## config.mk

```make
export PLATFORM = sky130hd
export DESIGN_NAME = uart_tx_arbiter
export DESIGN_NICKNAME = d
export VERILOG_FILES = /design/src/rtl/uart_pkg.sv /design/src/rtl/rr_arbiter.sv /design/src/rtl/uart_tx_arbiter.sv
export SDC_FILE = /design/constraint.sdc
export NUM_CORES = 1
export LEC_CHECK = 0
export CAP_MARGIN = 0
export CELL_PAD_IN_SITES_DETAIL_PLACEMENT = 1
export CELL_PAD_IN_SITES_GLOBAL_PLACEMENT = 1
export CORE_MARGIN = 2
export CORE_UTILIZATION = 35
export DETAILED_ROUTE_END_ITERATION = 8
export GPL_TIMING_DRIVEN = 1
export PLACE_DENSITY_LB_ADDON = 0.1
export SLEW_MARGIN = 15
export SYNTH_ARGS = -nofsm -noshare
export SYNTH_HDL_FRONTEND = slang
export SYNTH_SLANG_ARGS = --single-unit
```

## constraint.sdc

```tcl
create_clock -name clock -period 3.7 [get_ports clock]
set_input_delay 1.11 -clock clock [delete_from_list [all_inputs] [get_ports clock]]
set_output_delay 1.11 -clock clock [all_outputs]
set_load 0.1 [all_outputs]
```

## src/rtl/uart_pkg.sv

```systemverilog
// Shared types and constants for the UART transmit arbiter and its
// round-robin helper: FSM state encoding, byte width, requester limits.
package uart_pkg;

    localparam int BYTE_W      = 8;
    localparam int NUM_REQ_MIN = 2;
    localparam int NUM_REQ_MAX = 8;

    typedef enum logic [1:0] {
        IDLE,
        ISSUE,
        WAIT_START,
        WAIT_DONE
    } arb_state_e;

endpackage

```

## src/rtl/rr_arbiter.sv

```systemverilog
// Combinational round-robin arbiter: the search starts one past ptr_i and
// wraps modulo N; the first active request wins.
//   req_i : request vector          ptr_i : last winner
//   gnt_o : one-hot grant           idx_o : binary index of the winner
//   any_o : at least one request is active
module rr_arbiter
    import uart_pkg::*;
#(
    parameter  int N  = 4,
    localparam int IW = $clog2(N)
) (
    input  logic [N-1:0]  req_i,
    input  logic [IW-1:0] ptr_i,
    output logic [N-1:0]  gnt_o,
    output logic [IW-1:0] idx_o,
    output logic          any_o
);

    if (N < NUM_REQ_MIN || N > NUM_REQ_MAX) begin : g_bad_n
        $error("rr_arbiter: N out of range");
    end

    logic [IW-1:0] cand;

    always_comb begin
        gnt_o = '0;
        idx_o = '0;
        any_o = 1'b0;
        cand  = '0;
        for (int k = 1; k <= N; k++) begin
            cand = IW'((int'(ptr_i) + k) % N);
            if (!any_o && req_i[cand]) begin
                any_o       = 1'b1;
                gnt_o[cand] = 1'b1;
                idx_o       = cand;
            end
        end
    end

endmodule

```

## src/rtl/uart_tx_arbiter.sv

```systemverilog
// Shares one UART transmitter between NUM_REQ byte producers with
// round-robin arbitration per byte. Optional macro UART_ARB_LOCK_EN adds
// req_last so a granted requester keeps ownership until its last byte.
//   clock/reset_n             : clock, async active-low reset
//   req_valid/req_data/req_ready : per-requester byte handshake
//   req_last (lock build)     : marks the final byte of an owned burst
//   tx_send/tx_data/tx_complete  : transmitter handshake (complete=1 idle)
//   grant_id/busy/err_timeout : status
module uart_tx_arbiter
    import uart_pkg::*;
#(
    parameter  int NUM_REQ     = 4,
    parameter  int ACK_TIMEOUT = 15,
    localparam int IW          = $clog2(NUM_REQ),
    localparam int CW          = $clog2(ACK_TIMEOUT + 1)
) (
    input  logic                      clock,
    input  logic                      reset_n,
    input  logic [NUM_REQ-1:0]        req_valid,
    input  logic [BYTE_W*NUM_REQ-1:0] req_data,
`ifdef UART_ARB_LOCK_EN
    input  logic [NUM_REQ-1:0]        req_last,
`endif
    output logic [NUM_REQ-1:0]        req_ready,
    output logic                      tx_send,
    output logic [BYTE_W-1:0]         tx_data,
    input  logic                      tx_complete,
    output logic [IW-1:0]             grant_id,
    output logic                      busy,
    output logic                      err_timeout
);

    if (NUM_REQ < NUM_REQ_MIN || NUM_REQ > NUM_REQ_MAX) begin : g_bad_req
        $error("uart_tx_arbiter: NUM_REQ out of range");
    end
    if (ACK_TIMEOUT < 1) begin : g_bad_tmo
        $error("uart_tx_arbiter: ACK_TIMEOUT must be >= 1");
    end

    localparam logic [CW-1:0] TMO     = CW'(ACK_TIMEOUT);
    localparam logic [IW-1:0] PTR_RST = IW'(NUM_REQ - 1);

    arb_state_e           state_q;
    logic [IW-1:0]        ptr_q;
    logic [CW-1:0]        cnt_q;
    logic [NUM_REQ-1:0]   req_ready_q;
    logic                 tx_send_q;
    logic [BYTE_W-1:0]    tx_data_q;
    logic [IW-1:0]        grant_q;
    logic                 busy_q;
    logic                 err_q;

    logic [NUM_REQ-1:0]   req_eff;
    logic [NUM_REQ-1:0]   arb_gnt;
    logic [IW-1:0]        arb_idx;
    logic                 arb_any;
    logic [BYTE_W-1:0]    req_bytes [NUM_REQ];
    logic [BYTE_W-1:0]    win_byte;

    always_comb begin
        for (int i = 0; i < NUM_REQ; i++) begin
            req_bytes[i] = req_data[BYTE_W*i +: BYTE_W];
        end
    end

    assign win_byte = req_bytes[arb_idx];

`ifdef UART_ARB_LOCK_EN
    logic lock_q;

    // While a burst is owned only the owner (last grant) may be selected;
    // if it is not requesting, nothing is granted.
    always_comb begin
        req_eff = req_valid;
        if (lock_q) begin
            req_eff = req_valid & (NUM_REQ'(1) << grant_q);
        end
    end
`else
    always_comb begin
        req_eff = req_valid;
    end
`endif

    rr_arbiter #(
        .N (NUM_REQ)
    ) u_rr (
        .req_i (req_eff),
        .ptr_i (ptr_q),
        .gnt_o (arb_gnt),
        .idx_o (arb_idx),
        .any_o (arb_any)
    );

    always_ff @(posedge clock or negedge reset_n) begin
        if (!reset_n) begin
            state_q     <= IDLE;
            ptr_q       <= PTR_RST;
            cnt_q       <= '0;
            req_ready_q <= '0;
            tx_send_q   <= 1'b0;
            tx_data_q   <= '0;
            grant_q     <= '0;
            busy_q      <= 1'b0;
            err_q       <= 1'b0;
`ifdef UART_ARB_LOCK_EN
            lock_q      <= 1'b0;
`endif
        end else begin
            req_ready_q <= '0;
            tx_send_q   <= 1'b0;
            err_q       <= 1'b0;
            unique case (state_q)
                IDLE: begin
                    // A low tx_complete means a frame is still on the wire
                    // (e.g. after a mid-frame reset): hold off.
                    if (arb_any && tx_complete) begin
                        req_ready_q <= arb_gnt;
                        tx_data_q   <= win_byte;
                        grant_q     <= arb_idx;
                        busy_q      <= 1'b1;
                        state_q     <= ISSUE;
`ifdef UART_ARB_LOCK_EN
                        if (req_last[arb_idx]) begin
                            lock_q <= 1'b0;
                            ptr_q  <= arb_idx;
                        end else begin
                            lock_q <= 1'b1;
                        end
`else
                        ptr_q       <= arb_idx;
`endif
                    end
                end
                ISSUE: begin
                    tx_send_q <= 1'b1;
                    cnt_q     <= '0;
                    state_q   <= WAIT_START;
                end
                WAIT_START: begin
                    if (!tx_complete) begin
                        state_q <= WAIT_DONE;
                    end else if (cnt_q == TMO) begin
                        err_q   <= 1'b1;
                        busy_q  <= 1'b0;
                        state_q <= IDLE;
                    end else begin
                        cnt_q <= cnt_q + 1'b1;
                    end
                end
                WAIT_DONE: begin
                    // Frame length depends on baud, so no timeout here.
                    if (tx_complete) begin
                        busy_q  <= 1'b0;
                        state_q <= IDLE;
                    end
                end
                default: begin
                    busy_q  <= 1'b0;
                    state_q <= IDLE;
                end
            endcase
        end
    end

    assign req_ready   = req_ready_q;
    assign tx_send     = tx_send_q;
    assign tx_data     = tx_data_q;
    assign grant_id    = grant_q;
    assign busy        = busy_q;
    assign err_timeout = err_q;

endmodule

```

---- Word-level counts from Yosys, hierarchy flattened ----
Index checks and enable logic that the tools add are counted.
word-level totals
  register bits ........................... 25
  input bits .............................. 39
  output and inout bits ................... 17
  word-level logic and storage cells ...... 105
operators by class
  add/subtract/negate cells ............... 5
  $lt $le $gt $ge ......................... 9
  equal/unequal tests ..................... 10
  muxes and demuxes ....................... 50
  bitwise operators ....................... 4
  reductions and logical operators ........ 18
operators by type and width
  kind                   number
  $mux W4                8
  $mux W1                20
  $bmux W8 S2            1
  $mux W2                8
  $mux W8                2
  $lt A2 B3 Y1 const B   4
  $or A4 B4 Y4           3
  $ne A2 B2 Y1 const B   5
  $bmux W1 S2            4
  $demux W1 S2           4
  $ge A2 B1 Y1 const B   4
  $logic_and A1 B1 Y1    8
  $pmux W2 S4            1
  $pmux W4 S2            1
  $reduce_and A3 Y1      2
  $reduce_and A5 Y1      1
  $add A2 B1 Y2 const B  2
  $add A2 B2 Y2 const B  2
  $add A4 B1 Y4 const B  1
  $eq A2 B2 Y1 const B   2
  $eq A4 B4 Y1 const B   1
  $ge A3 B3 Y1 const B   1
  $logic_not A1 Y1       3
  $ne A3 B3 Y1 const B   1
  7 further kinds        7

---- Depth between registers and ports, before layout ----
Gate-level depths: netlist (run 1).
  word-level depth ........................ 17
  gate-level depth with buffers ........... 11
  mapped depth without buffers ............ 8

---- Hierarchy ----
A second synthesis (run 1) with hierarchy kept.
unflattened totals
  cells, all modules ...................... 195
  area total of the unflattened synthesis .. 1,894.3 µm²
modules (own cells, without submodules)
  module           times used  cells each  area an instance (µm²)  seq. area each (µm²)
  uart_tx_arbiter  1           127         1,368.8                 628.1
  rr_arbiter       1           68          525.5                   0.0

---- Least setup slack after synthesis (run 1) ----
OpenSTA, ideal clock, no wires.
  path kind ............................... register to register
  start ................................... reg ptr_q[1]
  end ..................................... reg tx_data_q[0] (netlist: tx_data[0])
  library setup time ...................... 0.139 ns
  arrival ................................. 2.846 ns
  data required time ...................... 3.561 ns
  setup slack ............................. 0.715 ns
  cell stages (with the launch flop) ...... 11
  buffers on the path ..................... 2
  clock period less this slack ............ 2.985 ns
  path through ............................ dfstp_2 clkbuf_1 inv_1 ha_1 mux4_2 nor2b_2 or2_1 buf_2 or3_1 o211ai_1 o221ai_1
on the way
  longest elaborated chain between the ends .. 17
  elaborated cells between the ends (all ways) .. 32
  those cells by class .................... 4 x add/sub; 19 x mux; 1 x bitwise; 8 x reduce/logical
RTL lines
  element                                     line                    RTL
  from (decl)                                 uart_tx_arbiter.sv:44   logic [IW-1:0] ptr_q;
  from (signal assigned)                      uart_tx_arbiter.sv:131  ptr_q <= arb_idx;
  $add A2 B1 Y2                               rr_arbiter.sv:31        cand = IW'((int'(ptr_i) + k) % N);
  $bmux W1 S2                                 rr_arbiter.sv:32        if (!any_o && req_i[cand]) begin
  $mux W1 (not written as such)               rr_arbiter.sv:32
  $mux W1                                     rr_arbiter.sv:32
  $logic_not A1 Y1                            rr_arbiter.sv:32
  $logic_and A1 B1 Y1                         rr_arbiter.sv:32
  $mux W1                                     rr_arbiter.sv:32
  $logic_not A1 Y1                            rr_arbiter.sv:32
  $logic_and A1 B1 Y1                         rr_arbiter.sv:32
  $mux W1                                     rr_arbiter.sv:32
  $logic_not A1 Y1                            rr_arbiter.sv:32
  $logic_and A1 B1 Y1                         rr_arbiter.sv:32
  $mux W2                                     rr_arbiter.sv:32
  $not A2 Y3 (not written as such)            uart_tx_arbiter.sv:66   assign win_byte = req_bytes[arb_idx];
  $bmux W8 S2                                 uart_tx_arbiter.sv:66
  $mux W8 (not written as such) (2 in a row)  uart_tx_arbiter.sv:66
  to (signal assigned)                        uart_tx_arbiter.sv:119  tx_data_q <= win_byte;
  to (decl)                                   uart_tx_arbiter.sv:48   logic [BYTE_W-1:0] tx_data_q;
Several ways; a longest one is shown, not always the timed one. The select of a mux whose other input is x is not followed.
A chain may end at the register's enable or synchronous reset.

---- Worst setup path after layout (run 1) ----
  start ................................... in req_valid[1]
  end ..................................... reg tx_data_q[5] (netlist: tx_data[5])
on the way
  longest elaborated chain between the ends .. 16
  elaborated cells between the ends (all ways) .. 28
  those cells by class .................... 19 x mux; 1 x bitwise; 8 x reduce/logical
RTL lines
  element                                     line                   RTL
  from (decl)                                 uart_tx_arbiter.sv:19  input logic [NUM_REQ-1:0] req_valid,
  $bmux W1 S2                                 rr_arbiter.sv:32
  $mux W1 (not written as such)               rr_arbiter.sv:32
  $mux W1                                     rr_arbiter.sv:32
  $logic_not A1 Y1                            rr_arbiter.sv:32
  $logic_and A1 B1 Y1                         rr_arbiter.sv:32
  $mux W1                                     rr_arbiter.sv:32
  $logic_not A1 Y1                            rr_arbiter.sv:32
  $logic_and A1 B1 Y1                         rr_arbiter.sv:32
  $mux W1                                     rr_arbiter.sv:32
  $logic_not A1 Y1                            rr_arbiter.sv:32
  $logic_and A1 B1 Y1                         rr_arbiter.sv:32
  $mux W2                                     rr_arbiter.sv:32
  $not A2 Y3 (not written as such)            uart_tx_arbiter.sv:66
  $bmux W8 S2                                 uart_tx_arbiter.sv:66
  $mux W8 (not written as such) (2 in a row)  uart_tx_arbiter.sv:66
Several ways; a longest one is shown, not always the timed one. The select of a mux whose other input is x is not followed.

==> results of run 1 <==
[synth_stat cells, types with 2 or more instances]
library cell,count
nor2_1,27
dfrtp_1,23
nand2_1,18
ha_1,14
mux2i_1,10
o211ai_1,8
o221ai_1,8
or3_1,8
inv_1,7
o21ai_0,7
clkbuf_1,6
a21oi_1,5
buf_6,5
a221oi_1,4
a22oi_1,4
mux4_2,3
nand3_1,3
nand3b_1,3
nor3_1,3
a211oi_1,2
a21boi_0,2
a31oi_1,2
buf_2,2
dfstp_2,2
nor2b_1,2
o21a_1,2
[cell families (layout without fill, tap and decap cells)]
logic type,Yosys count,after routing
XOR/XNOR,2,2
AO/OA/AOI/OAI,51,51
flip-flops,25,25
multiplexers,14,14
buffers and inverters,20,75
AND/OR/NAND/NOR,74,74
adder cells (fa/ha/maj),14,14
[per-layer routing]
| layer | vias up | part of all wire [%] | wire length [um] |
|---|---|---|---|
| met4 | 0 | 0.77 | 40 |
| li1 | 840 | - | - |
| met5 | - | 0 | 0 |
| met3 | 4 | 3.9 | 202 |
| met2 | 35 | 50 | 2590 |
| met1 | 841 | 45 | 2340 |
[metrics by stage]
step,setup WS [ns],hold slack [ns],power (uW),instances
after floorplan,0.715,0.472,1820,200
after global placement,0.231,0.473,2180,321
after detailed placement,0.132,0.483,2210,321
after CTS,0.421,0.509,2390,325
after global routing,0.338,0.527,2530,325
final,0.424,0.502,2360,325
[power breakdown]
part,internal [uW],total (uW),switching (uW)
clock,76.3,168,92.2
sequential,385,470,84.7
combinational,574,1720,1150
total,1040,2360,1320
[critical path: cells and delay by family]
kind,cells,cell delay [ns]
multiplexers,2,0.99
AND/OR/NAND/NOR,3,0.63
buffers and inverters,1,0.56
AO/OA/AOI/OAI,1,0.12
[flip-flops by register name, summed over array words and instances, names as in the netlist]
name / cells
state_q: 2
cnt_q: 4
grant_id: 2
busy: 1
ptr_q: 2
tx_data: 8
req_ready: 4
err_timeout: 1
tx_send: 1
[worst min-delay path by stage]
stage                                start                endpoint  slack [ns]
floorplan             cnt_q[2]$_DFFE_PN0P_    cnt_q[2]$_DFFE_PN0P_        0.47
detailed placement  tx_data[5]$_DFFE_PN0P_  tx_data[5]$_DFFE_PN0P_        0.48
CTS                 tx_data[5]$_DFFE_PN0P_  tx_data[5]$_DFFE_PN0P_        0.51
global route        tx_data[5]$_DFFE_PN0P_  tx_data[5]$_DFFE_PN0P_        0.53
global placement    tx_data[1]$_DFFE_PN0P_  tx_data[1]$_DFFE_PN0P_        0.47
finish              tx_data[5]$_DFFE_PN0P_  tx_data[5]$_DFFE_PN0P_        0.50
[final cells by class]
cell class	instances	area [um^2]	area share (%)
multi-input cells	155	1110	44.7
flip-flops and latches	25	628	25.2
repair buffers	64	588	23.6
well taps	70	87.6	3.52
clock buffers	3	41.3	1.66
inverters	7	26.3	1.05
clock inverters	1	7.51	0.301
==> results by stage, run 1 <==
Status:
- The flow ran to the end, and the final reports show no timing, DRC or antenna violations.

Routing:
- The mean number of vias per cell is approximately 5.3.
- The routed wirelength normalized by instance count is between 15 and 20 um.
- The count of vias placed by the detailed router is roughly 1,700.
- The initial DRC count is 49.
- The aggregate routed wire length is 5170 um.
- The number of detailed-route iterations in the first pass is 4.
- The count of unresolved DRC violations after routing is 0.
- The number of nets with antenna violations after detailed routing is 0.

GRT:
- The global-route track usage on met1 is between 20% and 30%.
- Global routing consumed, over all layers together, between 10% and 20% of the routing resources.
- The global routing's busiest layer is met2.
- The initial antenna violation count is 0.
- In the global route stage, met2 resource usage came out at roughly 32%.
- The via count of the first global-routing pass is around 1,800.
- The first global-routing pass estimated between 8000 and 9000 um of wire.
- The total overflow reported by the global router is 0.
- The pin count of the biggest net entering global routing is 27.
- The met3 track utilization from global routing is under 10%.

Synthesis:
- The synthesized netlist devotes a little under 20% of its cell area to simple gates.
- The count of unique library cells instantiated by Yosys is 46.
- The area share of the largest cell type after synthesis is 31.0%.
- Summing the areas of all compound-gate instances in the mapped netlist gives slightly above 20% of the synthesized area.
- For this run, the number of Yosys warnings is 0.
- Summing the areas of all fa, ha and maj instances in the mapped netlist gives a little under a tenth of the synthesized area.
- The biggest area contributor in the post-synthesis netlist is dfrtp_1.
- The mapped netlist covers between 1500 and 2000 um^2.
- The average footprint of a synthesized cell is 9.28 um^2.
- In the synthesized netlist the dominant register cell turns out to be dfrtp_1.
- The fraction of synthesized area in multiplexers is around a tenth.
- The fraction of synthesized cell area in xor and xnor cells is less than 1%.
- The number of flops mapped to enable cells by yosys is 0.
- Ranked by total cell area, the synthesized netlist is headed by dfrtp_1, ha_1, nor2_1.
- The number of nets in the synthesized netlist is roughly 250.
- For this run, asynchronously set or reset flops after synthesis account for 100%.
- The main combinational cell family by area after synthesis is compound AO/OA/AOI/OAI gates.
- The cell count after synthesis came out at 200.
- The proportion of synthesized chip area in sequential cells is 33.9%.
- The synthesized design contains 25 register bits.

Setup path:
- The critical path goes through clkdlybuf4s50_1, mux4_2, nor2b_2, or2_1, mux2_2, nor2_1, o221ai_1.
- In this run the critical register-to-register path is launched from ptr_q[1]$_DFFE_PN1P_.
- The depth of the most critical reg-to-reg path is 8.
- The slowest stage cell on the critical path is mux4_2.
- In this run the critical register-to-register path is captured at tx_data[1]$_DFFE_PN0P_.
- The setup check on the worst reg-to-reg path leaves a slack of between 0.6 and 0.7 ns.
- The worst setup path is captured at a flip-flop.
- The worst path required time is approximately 3.8 ns.
- The delay of the slowest cell on the worst path is between 0.6 and 0.7 ns.
- The type of element launching the critical path is a primary input.
- Data arrives at the worst endpoint at between 3 and 4 ns.
- In this run the worst path has a maximum fanout of 11.
- In this run the worst setup path begins at req_valid[1].
- The kind of critical path is in2reg.
- The last element of the critical path is tx_data[5]$_DFFE_PN0P_.

Placed design:
- The congestion estimate from routability-driven global placement came to approximately 0.74.
- During placement, the flow inserted port buffers numbering 55.
- The HPWL after detailed placement is ~4000 um.
- The placed instance area is around 2400 um^2.

Clocking:
- The TritonCTS sink count is 25.
- The insertion delay to the later sink of the worst-skew pair is ~0.27 ns.
- The quantity of hold-fixing buffers added after cts is 0.
- The post-CTS setup buffer count is 0.
- The post-cts gate resize count is 0.
- The TritonCTS clock tree is yes.
- The register clock-pin slew on the reported worst setup and hold paths is roughly 0.090 ns.
- The number of buffers on the longest clock path is 2.
- The H-tree depth reported by CTS is 1.
- The number of clock buffers added by TritonCTS is 3.
- The root buffer cell is clkbuf_8.

Cells and area:
- In the final design database the tool counted approximately 310 nets.
- Leaving out fill and tap cells, the most frequent cells in the layout are clkdlybuf4s50_1, nor2_1, buf_4.
- The summed area of non-filler cells in the final layout is 2490 um^2.
- In the final layout, the share of cells above drive strength 1 is between 15 and 20%.
- The number of antenna diodes in the final layout is 0.
- From synthesis to final layout, the design area changed by 34.3%.
- The number of fillers in the final layout is about 620.
- Measured on the finished design, the core utilization comes to about half.
- The leading cell type in the layout, fill and taps excluded is clkdlybuf4s50_1.

Pwr:
- The maximum vdd drop is 0.433 mV.
- Dividing total power by cell area gives a power density of ~950 nW/um^2.
- The total leakage power is about 0.0011 uW.

Worst hold path:
- The number of cells on the worst hold path is 2.
- In this run the worst hold path is classified as reg2reg.

STA:
- The hold violation total from the final report is 0.
- Setup repair after global routing left no endpoint under its margin.
- The final worst-path cycle share is about nine tenths.
- The worst clock skew is between 0.002 and 0.003 ns.
- The actual transition at the worst max-transition pin is 0.520 ns.
- The number of max-slew violations in the final report is 0.
- The clock period could shrink to approximately 3.3 ns.
- Setup violations remaining at the end of the flow were counted as 0.
- Measured against its own limit, the worst slew margin works out to between 60% and 70%.
- Adding up every negative setup slack in the final design gives 0 ns.
- The maximum clock frequency is 0.305 GHz.

Die:
- The overall die height is approximately 77 um.
- In this run the count of I/O pins placed on the die edge is 56.
- The die outline width is between 70 and 80 um.
- The effective utilization at floorplan is 36.3%.
- The floorplan core area is 5110 um^2.
- Row generation in the floorplan step produced 26 rows.
- The overall die area is slightly below 6000 um^2.

Run:
- Across the run, the number of max-cap violations was 0.
(Power assumes the default switching activity.)
==> run 2: changes to the inputs <==
CORE_MARGIN = default   (was 2)
==> results by stage, run 2 (synthesized netlist as in run 1, its figures left out) <==
Clocking:
- The TritonCTS clock tree is yes.
- Buffers inserted to repair hold after CTS numbered 0.
- Clock tree synthesis inserted a total of 3 buffers.
- The insertion delay to the later sink of the worst-skew pair is approximately 0.27 ns.
- Clock-pin slew was measured on the worst setup and hold paths at 0.08 ns.
- In this run the number of H-tree levels came out at 1.
- Once the clock tree was built, the setup fixing pass inserted 0 buffers.
- After clock tree synthesis, the repair step resized 0 gates.
- The number of buffers on the longest clock path is 2.
- Clock tree synthesis found a total of 25 sinks.
- The tree is rooted in a clkbuf_8.

Setup path:
- The kind of critical path is in2reg.
- In this run the worst path has a maximum fanout of 11.
- STA classifies the critical path startpoint as a primary input.
- The delay of the slowest cell on the worst path is approximately 0.62 ns.
- The type of element capturing the critical path is a flip-flop.
- The signal on the critical path passes through clkdlybuf4s50_1, mux4_2, nor2b_2, or2_1, mux2_2, nor2_1, o221ai_1.
- The worst register-to-register path has a setup slack of approximately 0.68 ns.
- Measured in cells, the most critical reg-to-reg path has a length of 8.
- The slowest stage cell on the critical path is mux4_2.
- STA puts the critical path data required time at ~3.8 ns.
- The arrival time at the worst endpoint is between 3 and 4 ns.

Status:
- The flow ran to the end, and the final reports show no timing, DRC or antenna violations.

STA:
- On the final layout, the worst clock skew is 0.00331 ns.
- The final critical delay including setup and external delays is ~3.2 ns.
- The post-route worst hold slack is 0.493 ns.
- The worst relative slew slack is 60.0%.
- The number of max-slew violations in the final report is 0.
- The hold violation total from the final report was 0.
- Setup violations remaining at the end of the flow were counted as 0.
- The final critical path takes up 87.1% of the cycle.
- The maximum clock frequency is ~0.31 GHz.
- The actual transition at the worst max-transition pin is approximately 0.6 ns.
- Setup repair after global routing left no endpoint under its margin.
- The aggregate negative setup slack is 0 ns.

Cells and area:
- The library cells used most frequently in the layout, excluding fill and tap cells, are clkdlybuf4s50_1, nor2_1, buf_4.
- The fraction of final layout cells sized beyond drive strength 1 is between 10% and 20%.
- The leading cell type in the layout, fill and taps excluded is clkdlybuf4s50_1.
- The final layout contains just over 300 nets.
- The flip-flop count of the largest register after layout is 8.
- The final non-filler cell total is 325.
- The final core area utilization is slightly below 50%.
- The antenna diode count is 0.
- The layout overhead on the synthesized area is 34.1%.

Pwr:
- Net switching is 55.7% of the power.
- The ratio of total power to cell area is about 940 nW/um^2.
- The total power is about 2300 uW.
- The maximum vdd drop is slightly below 0.5 mV.
- The total leakage power is 0.00108 uW.
- In this run, the clock network consumes approximately 7% of the power.
- Combinational cells account for 73.0% of the total power.
- The net switching power of the design is between 1000 and 1500 uW.
- Sequential cells burn about a fifth of the power.
- The internal power is slightly above 1000 uW.

GRT:
- The initial antenna violation count is 0.
- The total overflow left after global routing is 0.
- The pin count of the biggest net entering global routing is 27.
- The via count of the first global-routing pass was around 1,600.
- The total routing resource utilization after global routing is 18.7%.
- The global-route wire length before repair is a little under 8000 um.

Die:
- The effective utilization at floorplan is between 30 and 40%.
- The number of ports placed on the die boundary is 56.
- The floorplan core area is 5110 um^2.
- The overall die height is 74.8 um.
- The floorplan step defined a die boundary enclosing 5600 um^2.
- In this run the core area contains 26 standard-cell rows.
- The die outline width is between 70 and 80 um.

Run:
- The tool flagged a number of max-cap violations equal to 0.

Routing:
- The aggregate routed wire length is 4860 um.
- In the routed design, unresolved DRC markers number 0.
- The number of detailed-route iterations in the first pass is 4.
- The number of nets with antenna violations after detailed routing is 0.
- The mean number of vias per cell is 5.24.
- For this block, the via count after detailed routing is 1,704.
- The initial DRC count is 64.
- After detailed routing, the average wire length per cell comes to roughly 15 um.

Placed design:
- Counting tap cells, the placed design contains a total of about 320 instances.
- The last weighted congestion value of the routability-driven placer is about 0.74.
- Input and output buffers added on the ports amount to 55.
- The post-DP HPWL is roughly 3700 um.

Worst hold path:
- In this run the worst hold path is classified as reg2reg.
- The number of cells on the worst hold path is 2.
-- run 2: through the flow --
stage                     setup slack, ns  instance area, um^2
final                               0.477                 2490
after global routing                0.276                 2490
after CTS                           0.460                 2490
after detailed placement            0.169                 2440
after global placement              0.216                 2440
after floorplan                     0.715                 1860
-- run 2: final timing paths --
path	startpoint	end
max	req_valid[1]	tx_data[5]$_DFFE_PN0P_
min reg2reg	tx_data[5]$_DFFE_PN0P_	tx_data[5]$_DFFE_PN0P_
min in group asynchronous	reset_n	req_ready[1]$_DFF_PN0_
max reg2reg	ptr_q[1]$_DFFE_PN1P_	tx_data[1]$_DFFE_PN0P_
min	tx_data[5]$_DFFE_PN0P_	tx_data[5]$_DFFE_PN0P_
max in group asynchronous	reset_n	ptr_q[1]$_DFFE_PN1P_
-- run 2: critical path: cells and delay by family --
family | cells | cell delay (ns)
muxes | 2 | 0.98
and+or+nand+nor | 3 | 0.59
buffers and inverters | 1 | 0.56
AOI/OAI and AO/OA | 1 | 0.11
-- run 2: layout make-up --
class                      count  area, um^2
clock buffer                   4        45.0
fill                         605        2620
inverter                       7        26.3
multi-input combinational    155        1110
tap                           70        87.6
timing repair buffer          64         588
sequential                    25         628
-- run 2: power by group through the flow --
stage               Combinational [uW]  Clock [uW]  Sequential, uW
floorplan                          850           0             973
global placement                  1710           0             469
detailed placement                1730           0             473
CTS                               1730         170             469
global route                      1860         177             486
finish                            1710         163             468
-- run 2: metal layers --
layer  GRT usage (%)  wire (um)  vias to the layer above  part of all wire (%)
met5               0          0                        -                     0
met4            3.14         23                        0                  0.47
met3            3.61        203                        2                   4.2
met2            32.0       2260                       31                    46
met1            24.9       2380                      833                    49
li1                -          -                      838                     -
